**config.mk**
```make
export PLATFORM = sky130hd
export DESIGN_NAME = ldo_power_sequencer
export DESIGN_NICKNAME = d
export VERILOG_FILES = /design/src/rtl/ldo_power_sequencer.sv
export SDC_FILE = /design/constraint.sdc
export NUM_CORES = 1
export LEC_CHECK = 0
export CORE_UTILIZATION = 45
export DETAILED_ROUTE_END_ITERATION = 10
export GPL_ROUTABILITY_DRIVEN = 0
export GPL_TIMING_DRIVEN = 0
export PLACE_DENSITY_LB_ADDON = 0.15
export SETUP_SLACK_MARGIN = 0.4
export SLEW_MARGIN = 20
export SYNTH_ARGS = -nofsm -noshare
export SYNTH_HDL_FRONTEND = slang
export SYNTH_SLANG_ARGS = --single-unit
export TNS_END_PERCENT = 5
```
**constraint.sdc**
```tcl
create_clock -name wb_clk_i -period 3.82 [get_ports wb_clk_i]
set_input_delay 1.146 -clock wb_clk_i [delete_from_list [all_inputs] [get_ports wb_clk_i]]
set_output_delay 1.146 -clock wb_clk_i [all_outputs]
set_load 0.005 [all_outputs]
```
**src/rtl/ldo_power_sequencer.sv**
```systemverilog
// Power sequencer for N_LDO LDOs: ordered power-up with pgood/settle per step, reverse power-down,
// fault latch on pgood loss or ramp timeout. Optional pgood synchronizer: LDO_SEQ_PGOOD_SYNC_EN.
module ldo_power_sequencer #(
  parameter int N_LDO = 3,
  parameter int CNT_W = 16
) (
  input  logic             wb_clk_i,
  input  logic             wb_rst_ni,
  input  logic             start_i,
  input  logic             stop_i,
  input  logic             clear_i,
  input  logic [CNT_W-1:0] dly_i,
  input  logic [CNT_W-1:0] timeout_i,
  input  logic [N_LDO-1:0] pgood_i,
  output logic [N_LDO-1:0] en_o,
  output logic             busy_o,
  output logic             done_o,
  output logic             fault_o,
  output logic [2:0]       fault_idx_o
);

  typedef enum logic [2:0] {
    S_IDLE, S_RAMP, S_SETTLE, S_ON, S_DOWN, S_FAULT
  } state_t;

  state_t           state, state_nxt;
  logic [2:0]       idx, idx_nxt;
  logic [CNT_W-1:0] cnt, cnt_nxt, cnt_inc;
  logic [N_LDO-1:0] en_nxt, pgood_s, pg_shift;
  logic [2:0]       fidx_nxt, lost_idx, hi_idx;
  logic             lost, settle_done, timed_out, pg_cur;

`ifdef LDO_SEQ_PGOOD_SYNC_EN
  logic [N_LDO-1:0] sync_q1, sync_q2;

  always_ff @(posedge wb_clk_i or negedge wb_rst_ni) begin
    if (!wb_rst_ni) begin
      sync_q1 <= '0;
      sync_q2 <= '0;
    end else begin
      sync_q1 <= pgood_i;
      sync_q2 <= sync_q1;
    end
  end

  assign pgood_s = sync_q2;
`else
  assign pgood_s = pgood_i;
`endif

  assign cnt_inc     = (cnt == '1) ? cnt : cnt + CNT_W'(1);
  assign settle_done = (dly_i == '0) || (cnt >= dly_i - CNT_W'(1));
  assign timed_out   = (timeout_i != '0) && (cnt == timeout_i - CNT_W'(1));
  assign pg_shift    = pgood_s >> idx;
  assign pg_cur      = pg_shift[0];

  always_comb begin
    state_nxt = state;
    idx_nxt   = idx;
    cnt_nxt   = cnt_inc;
    en_nxt    = en_o;
    fidx_nxt  = fault_idx_o;
    lost      = 1'b0;
    lost_idx  = '0;
    hi_idx    = '0;
    // Descending scan so the lowest failing enabled LDO wins.
    for (int i = N_LDO - 1; i >= 0; i--) begin
      if (en_o[i] && !pgood_s[i] && (state == S_ON || i < int'(idx))) begin
        lost     = 1'b1;
        lost_idx = 3'(i);
      end
    end
    for (int i = 0; i < N_LDO; i++) begin
      if (en_o[i]) hi_idx = 3'(i);
    end

    case (state)
      S_IDLE: begin
        cnt_nxt = '0;
        if (start_i) begin
          state_nxt = S_RAMP;
          idx_nxt   = '0;
          en_nxt    = N_LDO'(1);
        end
      end
      S_RAMP, S_SETTLE, S_ON: begin
        if (lost) begin
          state_nxt = S_FAULT;
          fidx_nxt  = lost_idx;
          en_nxt    = '0;
          cnt_nxt   = '0;
        end else if (state == S_RAMP && !pg_cur && timed_out) begin
          state_nxt = S_FAULT;
          fidx_nxt  = idx;
          en_nxt    = '0;
          cnt_nxt   = '0;
        end else if (stop_i) begin
          state_nxt = S_DOWN;
          en_nxt    = en_o & ~(N_LDO'(1) << hi_idx);
          cnt_nxt   = '0;
        end else if (state == S_RAMP && pg_cur) begin
          state_nxt = S_SETTLE;
          cnt_nxt   = '0;
        end else if (state == S_SETTLE && settle_done) begin
          cnt_nxt = '0;
          if (int'(idx) < N_LDO - 1) begin
            state_nxt = S_RAMP;
            idx_nxt   = idx + 3'd1;
            en_nxt    = en_o | (N_LDO'(1) << (idx + 3'd1));
          end else begin
            state_nxt = S_ON;
          end
        end
      end
      S_DOWN: begin
        // pgood is deliberately ignored while powering down.
        if (en_o == '0) begin
          state_nxt = S_IDLE;
          cnt_nxt   = '0;
        end else if (settle_done) begin
          en_nxt  = en_o & ~(N_LDO'(1) << hi_idx);
          cnt_nxt = '0;
        end
      end
      S_FAULT: begin
        en_nxt  = '0;
        cnt_nxt = '0;
        if (clear_i) begin
          state_nxt = S_IDLE;
          fidx_nxt  = '0;
        end
      end
      default: begin
        state_nxt = S_IDLE;
        en_nxt    = '0;
        cnt_nxt   = '0;
      end
    endcase
  end

  always_ff @(posedge wb_clk_i or negedge wb_rst_ni) begin
    if (!wb_rst_ni) begin
      state       <= S_IDLE;
      idx         <= '0;
      cnt         <= '0;
      en_o        <= '0;
      busy_o      <= 1'b0;
      done_o      <= 1'b0;
      fault_o     <= 1'b0;
      fault_idx_o <= '0;
    end else begin
      state       <= state_nxt;
      idx         <= idx_nxt;
      cnt         <= cnt_nxt;
      en_o        <= en_nxt;
      busy_o      <= (state_nxt == S_RAMP) || (state_nxt == S_SETTLE) || (state_nxt == S_DOWN);
      done_o      <= (state_nxt == S_ON);
      fault_o     <= (state_nxt == S_FAULT);
      fault_idx_o <= fidx_nxt;
    end
  end

endmodule

```
; After elaboration in Yosys (flattened, before gate mapping)
; Cells that the tools add are included.
[classes]
n_addsub = 4
n_lt_le_gt_ge = 5
n_eq_ne = 26
shift = 3
n_mux = 49
bitwise = 3
reduce_logical = 31
[op_table]
columns = op, count
row1 = 16-bit two-way mux, 8
row2 = 3-bit two-way mux, 29
row3 = 16-bit one-hot mux with 2 select lines, 1
row4 = 16-bit by 1-bit subtractor with 16-bit output (second input constant), 2
row5 = 2-bit inequality test (second input constant), 10
row6 = 16-bit by 1-bit adder with 16-bit output (second input constant), 1
row7 = 16-bit == test, 1
row8 = 16-bit == test (second input constant), 1
row9 = 16-bit greater-or-equal comparator, 1
row10 = 16-bit logical NOT, 1
row11 = 16-bit nonzero test, 1
row12 = 5-bit inequality test (second input constant), 3
row13 = 3-bit by 2-bit == test with 1-bit output (second input constant), 4
row14 = 3-bit == test (second input constant), 4
row15 = 3-bit one-hot mux with 2 select lines, 2
row16 = 3-bit one-hot mux with 4 select lines, 1
row17 = 1-bit logical AND, 11
row18 = 3-bit one-hot mux with 3 select lines, 1
row19 = 8-bit AND reduction, 1
row20 = 3-bit by 1-bit == test with 1-bit output (second input constant), 2
row21 = 3-bit logical NOT, 2
row22 = 1-bit logical OR, 6
row23 = 1-bit by 3-bit < comparator with 1-bit output (first input constant), 2
row24 = 2-bit two-way mux, 3
row25 = 15 further kinds, 23
[word_totals]
register_bits = 31
in_bits = 40
out_inout_bits = 9

; Logic depth before layout (Yosys ltp)
[depth]
depth_word = 13
mapped_depth = 17
mapped_depth_nobuf = 15

; Worst setup path after synthesis
; Ideal clock, no wire load.
[synth_timing]
path_type = input port to flip-flop
from = in dly_i[0]
to = reg cnt[10]
setup_time_ns = 0.070
arrival_time_ns = 4.012
required_ns = 3.750
path_slack_ns = -0.262
path_stages = 16
path_buffers = 2
path_cell_list = inv_1 > ha_1 > nor3b_1 > nand2_1 > nor4_1 > xnor2_1 > ha_1 > a21oi_1 > o21ai_0 > nand4_1 > and4b_1 > clkbuf_1 > nor2_1 > o41a_4 > buf_12 > nor2_4
[synth_via]
elab_chain_cells = 10
word_cells_on_any_way = 13
[synth_lines]
columns = element, line_no
row1 = from (decl), 12  ; input logic [CNT_W-1:0] dly_i,
row2 = 16-bit by 1-bit subtractor with 16-bit output, 52  ; assign settle_done = (dly_i == '0) || (cnt >= dly_i - CNT_W'(1));
row3 = 16-bit greater-or-equal comparator, 52
row4 = 1-bit logical OR (*), 52
row5 = 1-bit logical AND, 104  ; end else if (state == S_SETTLE && settle_done) begin
row6 = 16-bit two-way mux, 104
row7 = 16-bit two-way mux, 101  ; end else if (state == S_RAMP && pg_cur) begin
row8 = 16-bit two-way mux, 97  ; end else if (stop_i) begin
row9 = 16-bit two-way mux, 92  ; end else if (state == S_RAMP && !pg_cur && timed_out) begin
row10 = 16-bit two-way mux, 87  ; if (lost) begin
row11 = 16-bit one-hot mux with 2 select lines (*), 77  ; case (state)
row12 = via cnt_nxt[10], 28  ; logic [CNT_W-1:0] cnt, cnt_nxt, cnt_inc;
row13 = to (signal assigned), 154  ; cnt <= cnt_nxt;
row14 = to (decl), 28
; The timed path passes the listed nets; every way through them passes the cells marked *.
; A chain may end at the register's enable or synchronous reset.

; Final worst setup path
[layout_timing]
from = in dly_i[14]
to = reg en_o[0]
[layout_via]
elab_chain_cells = 6
word_cells_on_any_way = 8
[layout_lines]
columns = element, line_no
row1 = 16-bit by 1-bit subtractor with 16-bit output, 52
row2 = 16-bit greater-or-equal comparator, 52
row3 = 1-bit logical OR (*), 52
row4 = 1-bit logical AND, 104
row5 = 5-bit inequality test (no line), n/a
row6 = 6-bit AND reduction (no line) (*), n/a
row7 = to (signal assigned), 155  ; en_o <= en_nxt;
row8 = to (decl), 15  ; output logic [N_LDO-1:0] en_o,
; Every way passes the cells marked *; elsewhere a longest branch is shown, timed or not.

==> results.json <==
{
  "status": "complete, but fails checks",
  "violations": "setup timing",
  "via_per_inst": 5.76,
  "dieArea_um2": 7440,
  "synthesis.area_um2": 3200,
  "dp.cells": 538,
  "cts_tree": "done",
  "synthFlopType": "dfrtp_1",
  "synth.avg_cell_area_um2": 8.11,
  "firstDrtPassIters": 4,
  "grt-ovfl-total": 0,
  "n_antenna_cell": 0,
  "ctsHoldBuffers": 0,
  "cts_htree_levels": 2,
  "arrival_ns": 4.02,
  "fmax_mhz": 261,
  "grt_usage_pct": 24.5,
  "yosysWarnings": 0,
  "ant_nets": 0,
  "final_max_slew_viol_count": 0,
  "rows": 30,
  "synth_cell_types": 57,
  "cts_root_buf": "clkbuf_8",
  "start_util_pct": 46.8,
  "hpwl_mm": 6.53,
  "ff2ff_setup_slack_ns": 1.03,
  "num-fill-cells": 613,
  "syn-num-nets": 457,
  "tightest_slew_ns": 0.789,
  "path_cells": "clkdlybuf4s50_1 > nor4_2 > nand2_1 > xor2_1 > ha_1 > nand4_1 > nor2_1 > nand3_1 > and4b_1 > clkbuf_8 > buf_6 > nor4_4 > o31ai_2 > mux2_4",
  "period_share_pct": 100,
  "syn2layout_area_growth_pct": 35.0,
  "antenna_found_initial": 0,
  "yosysSeqAreaShare_pct": 24.3,
  "skew_ns": 0.0114,
  "ys_top_cells_by_count": "nand2_1, nor2_1, dfrtp_1",
  "pre_cts_slack_ns": -0.868,
  "p_leak_nw": 1.72,
  "crit_family": "simple AND/OR/NAND/NOR gates",
  "drt_wl_total_mm": 8.73,
  "required_ns": 4.00,
  "wl_per_cell_um": 15.5,
  "clockBufferDepth": 2,
  "powerDensity_nw_per_um2": 351,
  "critPathKind": "in -> reg",
  "layout_setup_ws_ns": -0.0167,
  "port_buffers": 47,
  "yosysTopAreaCell": "dfrtp_1",
  "yosys-top-cells-area": "dfrtp_1, ha_1, xnor2_1",
  "multi_input_area_um2": 2550,
  "setup_viol": 1,
  "netlist_instances": 394,
  "peakVddDrop_mv": 0.237,
  "synth-edff-count": 0,
  "drc": 0,
  "rsz0062_at_grt": "yes",
  "cap_viol_max_count": 0,
  "regArea_um2": 776,
  "cp-start-kind": "input pin",
  "async_flop_share_pct": 100,
  "cp_max_fo": 4,
  "clk_pin_slew_ns": 0.07,
  "synth_seq_cells": 31,
  "grt_pass1_wl_mm": 14.4,
  "worstSkewPairLatency_ns": 0.30,
  "grt_pass1_vias": 3121,
  "hold_path_class": "reg -> reg",
  "cp_num_buf_inv": 3,
  "drive_gt1_share_pct": 21.4,
  "core_area_um2": 6830,
  "die_x_um": 86.3,
  "first_iter_violations": 101,
  "vias": 3243,
  "final_hold_viol_count": 0,
  "max_stage_delay_ns": 0.46,
  "clkSinkCount": 31,
  "cp-end-kind": "flip-flop",
  "maxSlewHeadroom_pct": 46.8,
  "grt_start_max_net_pins": 30,
  "timing.hold.ws_ns": 0.533,
  "min_period_ns": 3.84,
  "yosysMostFrequentCell": "nand2_1",
  "io_pins": 49,
  "nNetsFinal": 529,
  "crit_path_top_delay_cell": "clkdlybuf4s50_1",
  "cts_made_buffers": 5,
  "synth_top_area_share_pct": 24.3,
  "chipHeight_um": 86.3,
  "final_cells": 563
}
tightest hold or removal path: stages (launching register included):
cell     delay, ns
dfrtp_1       0.38
nand2_1       0.06
mux2i_1       0.06
metal layers:
layer	global-route usage, %	vias to the layer above	wire length, µm
li1	-	1586	-
met1	29.5	1556	3630
met2	44.0	89	4610
met3	3.90	12	345
met4	8.79	0	141
met5	0	-	0
power by group:
group          internal, mW  switching, mW
combinational         0.320          0.430
sequential            0.372         0.0489
clock                 0.211          0.134
area by class of cell:
class | count | area share [%]
inverter | 16 | 1.86
clock buffer | 6 | 1.91
multi-input combinational | 334 | 59.2
timing repair buffer | 65 | 13.6
clock inverter | 2 | 0.812
buffer | 13 | 1.86
tap | 96 | 2.78
sequential | 31 | 18.0
placed cells by master (no fill, tap or decap), drive strengths merged, types with 6 or more instances in the layout:
cell type / n
nor3: 16
ha: 23
buf: 30
clkbuf: 20
xor2: 18
nor4: 11
dlygate4sd2: 6
nand2: 40
inv: 16
nor3b: 6
o21ai: 20
nor2: 43
o211ai: 7
dfrtp: 31
a21oi: 18
nand3: 25
clkdlybuf4s50: 23
nand4: 8
xnor2: 28
path summary, 6_finish.rpt:
kind | from | endpoint | cells after the start
max | dly_i[14] | en_o[0]$_DFFE_PN0P_ | 14
min | fault_idx_o[0]$_DFFE_PN0P_ | fault_idx_o[0]$_DFFE_PN0P_ | 2
max reg2reg | idx[1]$_DFFE_PN0P_ | cnt[1]$_DFF_PN0_ | 9
min reg2reg | fault_idx_o[0]$_DFFE_PN0P_ | fault_idx_o[0]$_DFFE_PN0P_ | 2
max in group asynchronous | wb_rst_ni | cnt[5]$_DFF_PN0_ | 2
min in group asynchronous | wb_rst_ni | idx[1]$_DFFE_PN0P_ | 1
sequential cells by signal (all words and copies together) (netlist names):
name	count
busy_o	1
done_o	1
fault_idx_o	3
idx	3
en_o	3
fault_o	1
state	3
cnt	16
repair_timing:
item                       in CTS  in global routing
resized for setup              75                 35
pin swaps                      31                 29
setup endpoints to repair      31                 29
setup buffers                  14                  3
cells by family after synthesis:
logic type	count (synthesis)	synth area share, %
AOI/OAI and AO/OA	77	16.6
xor gates and xnor gates	46	12.6
adders and majority gates	23	9.01
buffers and inverters	29	3.95
DFF	31	24.3
muxes	6	1.96
and+or+nand+nor	182	31.6
per-stage QoR:
| step | power [mW] | utilization, % | setup TNS (ns) | cell area, µm² |
|---|---|---|---|---|
| after floorplan | 0.881 | - | 0 | 3310 |
| after global placement | 1.10 | 57.2 | -17.96 | 3910 |
| after detailed placement | 1.11 | 57.4 | -21.16 | 3920 |
| after CTS | 1.49 | 61.8 | 0 | 4220 |
| after global routing | 1.61 | 63.2 | -0.392 | 4310 |
| final | 1.52 | 63.2 | -0.0167 | 4310 |
Note: power is estimated with default switching activity, not from simulation.
